## src/rtl/seq_pkg.sv

```systemverilog
// Shared definitions for the walking-code sequence generator and receiver.
// The code walks 0 -> 3 -> 6 -> 1 -> 5 -> 7 and then holds at 7.
package seq_pkg;

    localparam logic [2:0] SEQ_C0 = 3'd0;
    localparam logic [2:0] SEQ_C1 = 3'd3;
    localparam logic [2:0] SEQ_C2 = 3'd6;
    localparam logic [2:0] SEQ_C3 = 3'd1;
    localparam logic [2:0] SEQ_C4 = 3'd5;
    localparam logic [2:0] SEQ_C5 = 3'd7;

    // Sn means "the last accepted code was n".
    typedef enum logic [2:0] {
        HUNT = 3'd0,
        S0   = 3'd1,
        S3   = 3'd2,
        S6   = 3'd3,
        S1   = 3'd4,
        S5   = 3'd5,
        DONE = 3'd6,
        ERR  = 3'd7
    } seq_state_t;

    // Code the link should carry next, given where we are in the sequence.
    // Both ends use this so they cannot disagree on the walk order.
    function automatic logic [2:0] next_expected(input seq_state_t st);
        case (st)
            HUNT:    return SEQ_C0;
            S0:      return SEQ_C1;
            S3:      return SEQ_C2;
            S6:      return SEQ_C3;
            S1:      return SEQ_C4;
            S5:      return SEQ_C5;
            DONE:    return SEQ_C5;
            default: return SEQ_C0;
        endcase
    endfunction

    // Successor state after the expected code has been seen.
    function automatic seq_state_t next_on_match(input seq_state_t st);
        case (st)
            HUNT:    return S0;
            S0:      return S3;
            S3:      return S6;
            S6:      return S1;
            S1:      return S5;
            S5:      return DONE;
            DONE:    return DONE;
            default: return HUNT;
        endcase
    endfunction

    // Sequence index of the last accepted code for a given state.
    function automatic logic [2:0] state_pos(input seq_state_t st);
        case (st)
            S0:      return 3'd0;
            S3:      return 3'd1;
            S6:      return 3'd2;
            S1:      return 3'd3;
            S5:      return 3'd4;
            DONE:    return 3'd5;
            default: return 3'd0;
        endcase
    endfunction

endpackage

```

## src/rtl/seq_sat_counter.sv

```systemverilog
// Saturating up-counter with synchronous clear; stops at MAX.
module seq_sat_counter #(
    parameter int           W   = 8,
    parameter logic [W-1:0] MAX = '1
) (
    input  logic         clk,
    input  logic         reset,
    input  logic         clr,
    input  logic         inc,
    output logic [W-1:0] count
);

    // Clear has priority over increment; increment is dropped once at MAX.
    always_ff @(posedge clk) begin
        if (reset || clr) begin
            count <= '0;
        end else if (inc && (count != MAX)) begin
            count <= count + W'(1);
        end
    end

endmodule

```

## src/rtl/seq_rx_monitor.sv

```systemverilog
// Receiver/checker for the walking-code sequence. Frames on the first 0,
// tracks the expected next code, latches the first mismatch, counts complete
// sequences and regenerates the generator's z1 flag from received data.
module seq_rx_monitor #(
    parameter int CNT_W    = 8,
    parameter int HOLD_MAX = 15
) (
    input  logic             clk,
    input  logic             reset,
    input  logic             sym_valid,
    input  logic [2:0]       sym,
    input  logic             err_clr,
    output logic             z1,
    output logic [2:0]       pos,
    output logic             in_seq,
    output logic             seq_done,
    output logic             err,
    output logic [2:0]       err_sym,
    output logic [2:0]       err_exp,
    output logic             hold_ovf,
    output logic [CNT_W-1:0] seq_cnt
);

    import seq_pkg::*;

    localparam int                HOLD_W   = $clog2(HOLD_MAX + 1);
    localparam logic [HOLD_W-1:0] HOLD_LIM = HOLD_W'(HOLD_MAX);

    seq_state_t        state, state_nxt;
    logic [2:0]        exp_sym;
    logic [HOLD_W-1:0] hold_cnt;

    logic       accept, mismatch, done_hit, hold_hit, restart;
    logic       z1_nxt, in_seq_nxt, err_nxt, hold_ovf_nxt;
    logic [2:0] pos_nxt, err_sym_nxt, err_exp_nxt;

    assign exp_sym = next_expected(state);

    // State register.
    always_ff @(posedge clk) begin
        if (reset) begin
            state <= HUNT;
        end else begin
            state <= state_nxt;
        end
    end

    // Next-state logic: only valid symbols move the FSM, except err_clr in ERR.
    always_comb begin
        state_nxt = state;
        if (state == ERR) begin
            if (err_clr) begin
                state_nxt = HUNT;
            end
        end else if (sym_valid) begin
            case (state)
                HUNT: begin
                    if (sym == SEQ_C0) state_nxt = S0;
                end
                S0, S3, S6, S1, S5: begin
                    state_nxt = (sym == exp_sym) ? next_on_match(state) : ERR;
                end
                DONE: begin
                    if (sym == SEQ_C5)      state_nxt = DONE;
                    else if (sym == SEQ_C0) state_nxt = S0;
                    else                    state_nxt = ERR;
                end
                default: state_nxt = state;
            endcase
        end
    end

    // Output logic: next values for the registered outputs.
    always_comb begin
        accept = 1'b0;
        if (sym_valid) begin
            case (state)
                HUNT:    accept = (sym == SEQ_C0);
                DONE:    accept = (sym == SEQ_C5) || (sym == SEQ_C0);
                ERR:     accept = 1'b0;
                default: accept = (sym == exp_sym);
            endcase
        end

        // Unframed symbols in HUNT are never errors; ERR ignores everything.
        mismatch = sym_valid && (state != HUNT) && (state != ERR) && !accept;
        done_hit = sym_valid && (state == S5) && (sym == SEQ_C5);
        hold_hit = sym_valid && (state == DONE) && (sym == SEQ_C5);
        restart  = sym_valid && (state == DONE) && (sym == SEQ_C0);

        z1_nxt     = accept ? (sym[2] & sym[0]) : z1;
        pos_nxt    = accept ? state_pos(state_nxt) : pos;
        in_seq_nxt = (state_nxt == S0) || (state_nxt == S3) || (state_nxt == S6) ||
                     (state_nxt == S1) || (state_nxt == S5);

        err_nxt     = err;
        err_sym_nxt = err_sym;
        err_exp_nxt = err_exp;
        if (mismatch) begin
            // Only reachable outside ERR, so the first capture is never overwritten.
            err_nxt     = 1'b1;
            err_sym_nxt = sym;
            err_exp_nxt = exp_sym;
        end else if ((state == ERR) && err_clr) begin
            err_nxt     = 1'b0;
            err_sym_nxt = 3'd0;
            err_exp_nxt = 3'd0;
        end

        // err_clr clears the overflow flag in any state and wins over a new set.
        hold_ovf_nxt = hold_ovf;
        if (err_clr) begin
            hold_ovf_nxt = 1'b0;
        end else if (hold_hit && (hold_cnt == HOLD_LIM)) begin
            hold_ovf_nxt = 1'b1;
        end
    end

    // Output registers.
    always_ff @(posedge clk) begin
        if (reset) begin
            z1       <= 1'b0;
            pos      <= 3'd0;
            in_seq   <= 1'b0;
            seq_done <= 1'b0;
            err      <= 1'b0;
            err_sym  <= 3'd0;
            err_exp  <= 3'd0;
            hold_ovf <= 1'b0;
        end else begin
            z1       <= z1_nxt;
            pos      <= pos_nxt;
            in_seq   <= in_seq_nxt;
            seq_done <= done_hit;
            err      <= err_nxt;
            err_sym  <= err_sym_nxt;
            err_exp  <= err_exp_nxt;
            hold_ovf <= hold_ovf_nxt;
        end
    end

    // Completed-sequence counter, cleared only by reset.
    seq_sat_counter #(.W(CNT_W)) u_seq_cnt (
        .clk   (clk),
        .reset (reset),
        .clr   (1'b0),
        .inc   (done_hit),
        .count (seq_cnt)
    );

    // Held-7 run length in DONE; restarts on every entry to DONE or on a restart 0.
    seq_sat_counter #(.W(HOLD_W), .MAX(HOLD_LIM)) u_hold_cnt (
        .clk   (clk),
        .reset (reset),
        .clr   (done_hit || restart),
        .inc   (hold_hit),
        .count (hold_cnt)
    );

endmodule

```

## config.mk

```make
export PLATFORM = sky130hd
export DESIGN_NAME = seq_rx_monitor
export DESIGN_NICKNAME = d
export VERILOG_FILES = /design/src/rtl/seq_pkg.sv /design/src/rtl/seq_sat_counter.sv /design/src/rtl/seq_rx_monitor.sv
export SDC_FILE = /design/constraint.sdc
export NUM_CORES = 1
export LEC_CHECK = 0
export ABC_AREA = 0
export ABC_CLOCK_PERIOD_IN_PS = 2400
export CAP_MARGIN = 40
export CORE_ASPECT_RATIO = 0.75
export CORE_MARGIN = 5
export CORE_UTILIZATION = 40
export CTS_CLUSTER_DIAMETER = 100
export CTS_CLUSTER_SIZE = 20
export DETAILED_ROUTE_END_ITERATION = 8
export PLACE_DENSITY_LB_ADDON = 0.12
export RECOVER_POWER = 50
export REMOVE_ABC_BUFFERS = 1
export SKIP_CTS_REPAIR_TIMING = 1
export SLEW_MARGIN = 10
export SYNTH_ARGS = -nofsm -noshare
export SYNTH_HDL_FRONTEND = slang
export SYNTH_SLANG_ARGS = --single-unit
```

## constraint.sdc

```tcl
create_clock -name clk -period 2.4 [get_ports clk]
set_input_delay 0.24 -clock clk [delete_from_list [all_inputs] [get_ports clk]]
set_output_delay 0.24 -clock clk [all_outputs]
set_load 0.05 [all_outputs]
```

# Yosys cells after proc, flatten, opt, wreduce, memory -nomap -nowiden

Cells that the tools add are included.

Bits in registers: 29
Input port bits: 7
Output and inout port bits: 22
Word-level logic and storage cells: 78

Add/sub/neg operators: 2
Equality and inequality tests: 19
Muxes and demuxes: 18
Bitwise logic cells: 1
Reduce and logical (&&, ||, !) cells: 27

Operator list:

| cell                  | number |
|---|---|
| $pmux W3 S5           | 3 |
| $mux W3               | 10 |
| $eq A3 B3 Y1 const B  | 8 |
| $eq A3 B2 Y1 const B  | 4 |
| $logic_and A1 B1 Y1   | 12 |
| $pmux W3 S3           | 1 |
| $add A8 B1 Y8 const B | 1 |
| $ne A8 B8 Y1 const B  | 1 |
| $logic_or A1 B1 Y1    | 7 |
| $eq A3 B1 Y1 const B  | 2 |
| $logic_not A3 Y1      | 2 |
| $reduce_or A5 Y1      | 1 |
| $add A4 B1 Y4 const B | 1 |
| $eq A4 B4 Y1 const B  | 1 |
| $ne A4 B4 Y1 const B  | 1 |
| $reduce_or A2 Y1      | 2 |
| $eq A3 B3 Y1          | 1 |
| $mux W1               | 3 |
| $ne A3 B3 Y1 const B  | 1 |
| $pmux W1 S3           | 1 |
| $reduce_bool A3 Y1    | 1 |
| $reduce_bool A2 Y1    | 1 |
| $and A1 B1 Y1         | 1 |
| $logic_not A1 Y1      | 1 |

# Longest topological paths before layout

Gate-level depths: netlist (run 1).

Word-level depth: 13
Depth in mapped cells: 11

# Modules after synthesis

A second synthesis (run 1) with hierarchy kept.

Cells, all modules: 213
Area total of the unflattened synthesis: 1,874.3 um^2

Modules (own cells, without submodules):

| module                        | times used | cells an instance | area each (um^2) | sequential area each (um^2) |
|---|---|---|---|---|
| seq_rx_monitor                | 1          | 144               | 1,242.4          | 340.3 |
| seq_sat_counter at u_seq_cnt  | 1          | 48                | 421.7            | 160.2 |
| seq_sat_counter at u_hold_cnt | 1          | 21                | 210.2            | 80.1 |

# Worst setup path before layout (run 1)

OpenSTA, ideal clock, no wires.

Path type: reg2reg
Start: register state[0]
End: register pos[1]
Data arrival time: 2,586 ps
Required time: 2,309 ps
Setup slack: -276 ps
Stages on the path, launching flop included: 11
Buffers on the path: 1
Path through: dfxtp_1 inv_1 ha_1 and2_1 buf_4 o41ai_2 or2_2 nor3_1 a221o_1 or3_1 a311oi_1

Cells in the longest elaborated chain, start to end: 10
Elaborated cells between the ends (all ways): 27

Ends and longest elaborated chain:

| what                                                | line                                               | RTL |
|---|---|---|
| from (decl)                                         | seq_rx_monitor.sv:29                               | `seq_state_t state, state_nxt;` |
| from (signal assigned)                              | seq_rx_monitor.sv:44                               | `state <= state_nxt;` |
| $eq A3 B3 Y1 (on tied branches)                     | seq_pkg.sv:27, seq_pkg.sv:41, seq_rx_monitor.sv:56 |  |
| $reduce_or A2 Y1 (no line)                          | n/a                                                |  |
| $pmux W3 S5                                         | seq_pkg.sv:27                                      | `case (st)` |
| $eq A3 B3 Y1                                        | seq_rx_monitor.sv:61, seq_rx_monitor.sv:81         |  |
| $mux W3                                             | seq_rx_monitor.sv:61                               | `state_nxt = (sym == exp_sym) ? next_on_match(state) : ERR;` |
| $pmux W3 S3                                         | seq_rx_monitor.sv:56                               | `case (state)` |
| $mux W3                                             | seq_rx_monitor.sv:55                               | `end else if (sym_valid) begin` |
| $mux W3                                             | seq_rx_monitor.sv:51                               | `if (state == ERR) begin` |
| $eq A3 B3 Y1 / $eq A3 B2 Y1 (equally long branches) | seq_pkg.sv:55                                      | `case (st)` |
| $pmux W3 S5                                         | seq_pkg.sv:55                                      |  |
| to (signal assigned)                                | seq_rx_monitor.sv:132                              | `pos <= pos_nxt;` |
| to (decl)                                           | seq_rx_monitor.sv:14                               | `output logic [2:0] pos,` |

Parallel ways exist; a longest one is shown, timed or not.
A chain may end at the register's enable or synchronous reset.

# Worst setup path after layout (run 1)

Ends and elaborated chain as after synthesis.

==> results of run 1 <==
-- layout make-up --
class / instances / area, um2 / share of cell area, %
Multi-Input combinational cell: 142 / 992 / 43.5
Timing Repair Buffer: 62 / 536 / 23.5
Tap cell: 52 / 65.1 / 2.85
Sequential cell: 29 / 587 / 25.7
Clock buffer: 7 / 86.3 / 3.78
Inverter: 4 / 17.5 / 0.767
-- Yosys cell counts (2+ instances only) --
cell type / n / area, um2
sky130_fd_sc_hd__xor2_2: 2 / 32.5
sky130_fd_sc_hd__o21ai_0: 3 / 15.0
sky130_fd_sc_hd__nor2_1: 24 / 90.1
sky130_fd_sc_hd__mux2_2: 2 / 22.5
sky130_fd_sc_hd__nor3_1: 6 / 30.0
sky130_fd_sc_hd__nand2_1: 19 / 71.3
sky130_fd_sc_hd__mux2i_1: 3 / 30.0
sky130_fd_sc_hd__xor2_1: 6 / 52.6
sky130_fd_sc_hd__and3_1: 3 / 18.8
sky130_fd_sc_hd__xnor2_1: 5 / 43.8
sky130_fd_sc_hd__nand3_1: 6 / 30.0
sky130_fd_sc_hd__and2_1: 2 / 12.5
sky130_fd_sc_hd__nand4_1: 6 / 37.5
sky130_fd_sc_hd__clkbuf_1: 4 / 15.0
sky130_fd_sc_hd__a211oi_1: 2 / 15.0
sky130_fd_sc_hd__and2_2: 2 / 15.0
sky130_fd_sc_hd__ha_1: 6 / 75.1
sky130_fd_sc_hd__nor2b_1: 2 / 12.5
sky130_fd_sc_hd__a221o_1: 2 / 20.0
sky130_fd_sc_hd__dfxtp_1: 29 / 581
sky130_fd_sc_hd__inv_1: 4 / 15.0
sky130_fd_sc_hd__a311oi_1: 2 / 17.5
sky130_fd_sc_hd__and2_4: 2 / 17.5
sky130_fd_sc_hd__a21oi_1: 11 / 55.1
sky130_fd_sc_hd__nand3b_1: 4 / 30.0
sky130_fd_sc_hd__a31oi_1: 2 / 12.5
-- tightest hold or removal path, cell delays in order (launching register included) --
cell,delay [ps]
sky130_fd_sc_hd__dfxtp_1,310
sky130_fd_sc_hd__nand2_1,50
sky130_fd_sc_hd__a21oi_1,60
-- cells in the final DEF, fill, tap and decap left out, types with 4 or more instances in the layout --
master / count
sky130_fd_sc_hd__a21oi_1: 11
sky130_fd_sc_hd__buf_4: 32
sky130_fd_sc_hd__clkbuf_8: 6
sky130_fd_sc_hd__clkdlybuf4s50_1: 17
sky130_fd_sc_hd__dfxtp_1: 26
sky130_fd_sc_hd__dlygate4sd3_1: 11
sky130_fd_sc_hd__ha_1: 5
sky130_fd_sc_hd__nand2_1: 19
sky130_fd_sc_hd__nand3_1: 6
sky130_fd_sc_hd__nand3b_1: 4
sky130_fd_sc_hd__nand4_1: 6
sky130_fd_sc_hd__nor2_1: 23
sky130_fd_sc_hd__nor3_1: 5
sky130_fd_sc_hd__xnor2_1: 5
sky130_fd_sc_hd__xor2_1: 6
-- state kept, by name, summed over array words and instances, names as in the netlist, 3 cells and up --
name	count
err_sym	3
u_hold_cnt.count	4
err_exp	3
pos	3
u_seq_cnt.count	8
state	3
-- worst max path at each step --
stage | cells past startpoint | endpoint
3_3_place_gp | 10 | err_exp[0]$_SDFFE_PP0P_
3_5_place_dp | 10 | err_exp[2]$_SDFFE_PP0P_
4_1_cts | 10 | err_exp[2]$_SDFFE_PP0P_
5_1_grt | 9 | pos[1]$_SDFFE_PP0P_
2_1_floorplan | 9 | err_exp[0]$_SDFFE_PP0P_
6_report | 9 | pos[1]$_SDFFE_PP0P_
-- through the flow --
stage	setup WS, ps	utilization, %	hold WS (ps)	power, W	instances
after CTS	-333	59.2	462	0.00192	293
after detailed placement	-271	56.9	451	0.00151	286
after global routing	-274	61.2	514	0.00214	296
after floorplan	-613	-	309	0.00115	175
after global placement	-220	56.9	448	0.00151	286
final	-191	61.2	462	0.00201	296
-- power by group --
group	leakage [nW]	switching, W	internal (W)
logic	0.638	0.000546	0.000490
clock network	0.0443	0.000179	0.000227
registers	0.236	0.0000387	0.000534
total	0.919	0.000764	0.00125
-- routing by layer --
layer	vias up	part of all wire, %	routed length [um]
li1	775	-	-
met1	716	49	2120
met2	49	44	1910
met3	10	5.8	252
met4	0	1.4	63
met5	-	0	0
-- cell families (layout without fill, tap and decap cells) --
logic type | after synthesis | count (layout)
AO/OA/AOI/OAI | 32 | 32
flip-flops | 29 | 29
adder cells (fa/ha/maj) | 6 | 6
multiplexers | 5 | 5
AND/OR/NAND/NOR | 86 | 86
XOR/XNOR | 13 | 13
buffers and inverters | 10 | 73
==> summary.txt, run 1 <==
CTS
  – Root buffer cell: sky130_fd_sc_hd__clkbuf_8
  – Clock insertion delay at the later pin of the skew report: 280 ps
  – Post-CTS clock slew at the launch and capture registers of the worst setup and hold paths: 70 ps
  – Clk sinks: 29
  – Max Root-Sink Buffers: 2
  – H-tree levels: 2
  – CTS tree: built
  – Number of buffers created by CTS: 5

Setup path
  – Critical setup path kind: reg -> reg
  – Cells on worst reg2reg path: 9
  – Kind of cell adding the most delay to the critical path: simple AND/OR/NAND/NOR gates
  – Arrival time worst endpoint: 2780 ps
  – Worst-path cell with the longest stage delay: sky130_fd_sc_hd__a221o_1
  – R2R setup slack: -190 ps
  – Crit. End Element: flop
  – Start point of the critical path: state[0]$_SDFF_PP0_
  – Source of the worst register-to-register timing path: state[0]$_SDFF_PP0_
  – CP bufs+invs: 1
  – Worst path cell trace: buf_4 -> ha_1 -> or3_4 -> o31ai_4 -> xor2_2 -> nand4_1 -> a221o_1 -> or3_1 -> a311oi_1
  – Kind of launch point of the worst setup path: flop
  – Delay of the slowest cell on the worst path: 380 ps
  – Required time worst endpoint: 2590 ps
  – Crit-path max FO: 4
  – Worst R2R End: pos[1]$_SDFFE_PP0P_

GRT
  – Most used routing layer in global routing: met2
  – Met1 Resource Use GR: 25.1%
  – Wire length of the first global-routing pass: 7.23 mm
  – GR Layer Usage met3: 4.78%
  – All-Layer GR Usage: 17.8%
  – Met2 usage: 25.5%
  – Number of antenna violations at the first check in global routing: 0
  – Number of global-route vias before repair: 1,483
  – Pin count of the biggest net entering global routing: 16
  – GRT overflow: 0

Route
  – Total length of routed wires: 4.35 mm
  – Post-detailed-route count of antenna-violating nets: 0
  – DRT iter0 DRCs: 114
  – Vias per inst: 5.24
  – Total via count in the routed design: 1,550
  – Drt drc: 0
  – Drt pass-1 iters: 4
  – Routed len/inst: 14.7 um

Worst hold path
  – Worst Hold Endpoint: pos[0]$_SDFFE_PP0P_
  – Number of cells traversed by the worst hold path: 2
  – Launch point of the worst hold path: pos[0]$_SDFFE_PP0P_
  – Hold crit path type: reg -> reg

STA
  – Total count of hold-check failures in the final report: 0
  – Final max-slew violation count: 0
  – Period Utilization, post-route: 108%
  – Unrepaired setup endpoints after global routing: yes
  – Time the final worst path needs with I/O delays and setup: 2590 ps
  – Setup TNS Final: -369 ps
  – Setup-failing EPs final: 6
  – Worst setup margin: -191 ps
  – Worst Max-Slew Pin Slew: 736 ps
  – Slew Limit Headroom: 50.6%
  – Setup skew after layout: 8.58 ps
  – Highest attainable clock frequency: 0.386 GHz

Status
  – Failing checks: negative setup slack
  – Outcome: finished with violations

Final layout
  – Antenna Diode Count: 0
  – Filler cell count in the final layout: 347
  – Share of final-layout standard cells stronger than drive strength 1: 26.2%
  – Post-route design area: 2280 um2
  – Layout area overhead: 44.7%
  – Post-layout nets: 257

Placed design
  – Routability congestion estimate: 0.927
  – Buffers on Ports: 28
  – HPWL after detailed placement: 3.14 mm
  – Placed standard-cell area: 2120 um2

Die
  – Width of the chip: 82.5 um
  – Count of standard-cell rows: 19
  – Starting density of the core: 42.3%
  – Area of the core: 3730 um2
  – Vertical die dimension: 64.4 um
  – Die footprint: 5310 um2
  – # IOs: 29

Logic synthesis
  – Number of synthesis warnings: 0
  – Dominant combinational cell family by area after synthesis: simple AND/OR/NAND/NOR gates
  – Primary flip-flop cell chosen by synthesis mapping: sky130_fd_sc_hd__dfxtp_1
  – Post-synthesis cell area: 1580 um2
  – Synthesis-stage register bit count: 29
  – Portion of netlist area occupied by mux cells: 3.33%
  – Simple-gate area share of the yosys netlist: 28.5%
  – Number of enable-type register cells in the synthesized netlist: 0
  – Share of the synthesized area in compound gates (AO/OA/AOI/OAI): 15.4%
  – XOR/XNOR share of the synthesized area: 8.17%
  – Number of instances in the synthesized netlist: 181
  – Portion of the post-synthesis area used by sequential elements: 36.8%
  – Synthesized-area fraction occupied by adder cells: 4.76%
  – Post-synth cell types: 48
  – Mean cell area of the mapped netlist: 8.72 um2
  – Share of async-settable or async-resettable flops after synthesis: 0%

Power and ir drop
  – Power per unit of standard cell area: 882 nW/um2
  – Reported leakage power: 0.919 nW
  – Max IR drop VDD: 576 uV

Job
  – Max-capacitance violation count: 0
Note: power is estimated with default switching activity, not from simulation.
==> run 2, diff against run 1 <==
--- a/config.mk
+++ b/config.mk
@@ -8,14 +8,14 @@
 export ABC_AREA = 0
 export ABC_CLOCK_PERIOD_IN_PS = 2400
 export CAP_MARGIN = 40
-export CORE_ASPECT_RATIO = 0.75
+export CORE_ASPECT_RATIO = 1.5
 export CORE_MARGIN = 5
 export CORE_UTILIZATION = 40
 export CTS_CLUSTER_DIAMETER = 100
 export CTS_CLUSTER_SIZE = 20
 export DETAILED_ROUTE_END_ITERATION = 8
 export PLACE_DENSITY_LB_ADDON = 0.12
-export RECOVER_POWER = 50
+export RECOVER_POWER = 100
 export REMOVE_ABC_BUFFERS = 1
 export SKIP_CTS_REPAIR_TIMING = 1
 export SLEW_MARGIN = 10
==> run 2 against run 1 <==
  * The run still ends with negative setup slack left
  * Sequential share of layout area increased by 0.18 points
  * Via count about the same
  * Worst hold slack got worse by 11 ps
  * Global-route usage decreased by 0.75 points
  * Highest routed layer unchanged
==> summary.txt, run 2 (synthesis results as in run 1) <==
Status
  – Outcome: finished with violations
  – Failing checks: negative setup slack

GRT
  – GRT overflow: 0
  – All-Layer GR Usage: 17.0%
  – Number of antenna violations at the first check in global routing: 0
  – Number of global-route vias before repair: 1,540
  – Wire length of the first global-routing pass: 6.80 mm
  – Pin count of the biggest net entering global routing: 16

STA
  – Total count of hold-check failures in the final report: 0
  – Worst setup margin: -180 ps
  – Setup TNS Final: -512 ps
  – Setup-failing EPs final: 10
  – Setup skew after layout: 6.50 ps
  – Time the final worst path needs with I/O delays and setup: 2580 ps
  – Slew Limit Headroom: 62.5%
  – Worst Max-Slew Pin Slew: 559 ps
  – Period Utilization, post-route: 108%
  – Unrepaired setup endpoints after global routing: yes
  – Highest attainable clock frequency: 0.388 GHz
  – Final max-slew violation count: 0

Route
  – Total length of routed wires: 4.36 mm
  – DRT iter0 DRCs: 56
  – Vias per inst: 5.38
  – Total via count in the routed design: 1,549
  – Routed len/inst: 15.1 um
  – Drt drc: 0
  – Drt pass-1 iters: 4
  – Post-detailed-route count of antenna-violating nets: 0

Setup path
  – CP bufs+invs: 1
  – Crit-path max FO: 4
  – Kind of launch point of the worst setup path: flop
  – Delay of the slowest cell on the worst path: 370 ps
  – Arrival time worst endpoint: 2770 ps
  – R2R setup slack: -180 ps
  – Critical setup path kind: reg -> reg
  – Kind of cell adding the most delay to the critical path: compound AO/OA/AOI/OAI gates
  – Crit. End Element: flop
  – Required time worst endpoint: 2590 ps
  – Worst path cell trace: inv_2 -> ha_4 -> or2b_1 -> o31ai_4 -> xor2_2 -> nand4_1 -> a221o_1 -> or3_1 -> a311oi_2
  – Worst-path cell with the longest stage delay: sky130_fd_sc_hd__a221o_1

Power and ir drop
  – Reported leakage power: 0.933 nW
  – Power per unit of standard cell area: 880 nW/um2
  – Max IR drop VDD: 609 uV

Die
  – Vertical die dimension: 86.9 um
  – Area of the core: 3890 um2
  – # IOs: 29
  – Die footprint: 5330 um2
  – Starting density of the core: 40.6%
  – Count of standard-cell rows: 28
  – Width of the chip: 61.3 um

Final layout
  – Most used cells in the layout excluding fill and tap cells: 26 x sky130_fd_sc_hd__dfxtp_1, 26 x sky130_fd_sc_hd__buf_4, 22 x sky130_fd_sc_hd__nor2_1, 22 x sky130_fd_sc_hd__dlygate4sd3_1, 18 x sky130_fd_sc_hd__nand2_1
  – Layout area overhead: 43.7%
  – Flip-flop count of the largest register, all copies and words added: 8
  – Top reg by flops: u_seq_cnt.count
  – Share of final-layout standard cells stronger than drive strength 1: 25.9%
  – Antenna Diode Count: 0
  – Largest registers in the final layout: u_seq_cnt.count (8), u_hold_cnt.count (4)
  – Post-layout nets: 255

CTS
  – Clock insertion delay at the later pin of the skew report: 280 ps
  – Max Root-Sink Buffers: 2
  – Clk sinks: 29
  – Root buffer cell: sky130_fd_sc_hd__clkbuf_8
  – Post-CTS clock slew at the launch and capture registers of the worst setup and hold paths: 60 ps
  – Number of buffers created by CTS: 5
  – H-tree levels: 2
  – CTS tree: built

Placed design
  – HPWL after detailed placement: 3.22 mm
  – Post-Place Worst Slack: -201 ps
  – Buffers on Ports: 28
  – Routability congestion estimate: 0.897

Worst hold path
  – Hold crit path type: reg -> reg

Job
  – Max-capacitance violation count: 0
-- run 2: cell count changes in the layout (fill, tap and decap cells not counted), sizes merged --
cell / before / now
clkinvlp: 0 / 1
clkinv: 0 / 2
buf: 33 / 28
dlygate4sd3: 11 / 22
clkbuf: 8 / 9
clkdlybuf4s50: 17 / 6
-- run 2: layout make-up --
| class | instances | area, um2 |
|---|---|---|
| Multi-Input combinational cell | 142 | 1010 |
| Timing Repair Buffer | 60 | 513 |
| Tap cell | 45 | 56.3 |
| Sequential cell | 29 | 587 |
| Clock buffer | 5 | 68.8 |
| Fill cell | 362 | 1620 |
| Inverter | 4 | 15.0 |
| Clock inverter | 3 | 17.5 |
-- run 2: final timing paths --
kind                       start                  end  depth (start not counted)
max reg2reg  state[0]$_SDFF_PP0_  pos[1]$_SDFFE_PP0P_                          9
min          pos[0]$_SDFFE_PP0P_  pos[0]$_SDFFE_PP0P_                          2
min reg2reg  pos[0]$_SDFFE_PP0P_  pos[0]$_SDFFE_PP0P_                          2
max          state[0]$_SDFF_PP0_  pos[1]$_SDFFE_PP0P_                          9
-- run 2: stage by stage --
| stage | cells | hold slack [ps] | cell area (um2) | util (%) | total power [W] |
|---|---|---|---|---|---|
| 2_1_floorplan | 175 | 309 | 1540 | - | 0.00115 |
| 3_3_place_gp | 276 | 443 | 2090 | 53.8 | 0.00149 |
| 3_5_place_dp | 276 | 445 | 2090 | 53.8 | 0.00150 |
| 4_1_cts | 284 | 455 | 2180 | 56.0 | 0.00191 |
| 5_1_grt | 288 | 471 | 2270 | 58.3 | 0.00212 |
| 6_report | 288 | 450 | 2270 | 58.3 | 0.00200 |
-- run 2: where the power goes --
part           internal, W  switching (W)  total (W)  leakage, nW
clock network     0.000200       0.000199   0.000399       0.0439
logic             0.000486       0.000543    0.00103        0.653
registers         0.000533      0.0000349   0.000568        0.236
-- run 2: routing by layer --
metal,share of wire [%],routed length (um),track usage [%]
met3,3.4,149,4.45
met4,3.7,163,8.09
met2,53,2320,29.3
met1,40,1720,18.6
met5,0,0,0
-- run 2: tightest hold or removal path, cell delays in order (launching register included) --
cell                      delay (ps)
sky130_fd_sc_hd__dfxtp_1         310
sky130_fd_sc_hd__nand2_1          50
sky130_fd_sc_hd__a21oi_1          50
==> run 3, diff against run 2 <==
--- a/config.mk
+++ b/config.mk
@@ -14,6 +14,7 @@
 export CTS_CLUSTER_DIAMETER = 100
 export CTS_CLUSTER_SIZE = 20
 export DETAILED_ROUTE_END_ITERATION = 8
+export HOLD_SLACK_MARGIN = 0.02
 export PLACE_DENSITY_LB_ADDON = 0.12
 export RECOVER_POWER = 100
 export REMOVE_ABC_BUFFERS = 1
==> results of run 3 <==
Final layout, timing and power as in run 2 (identical DEF).
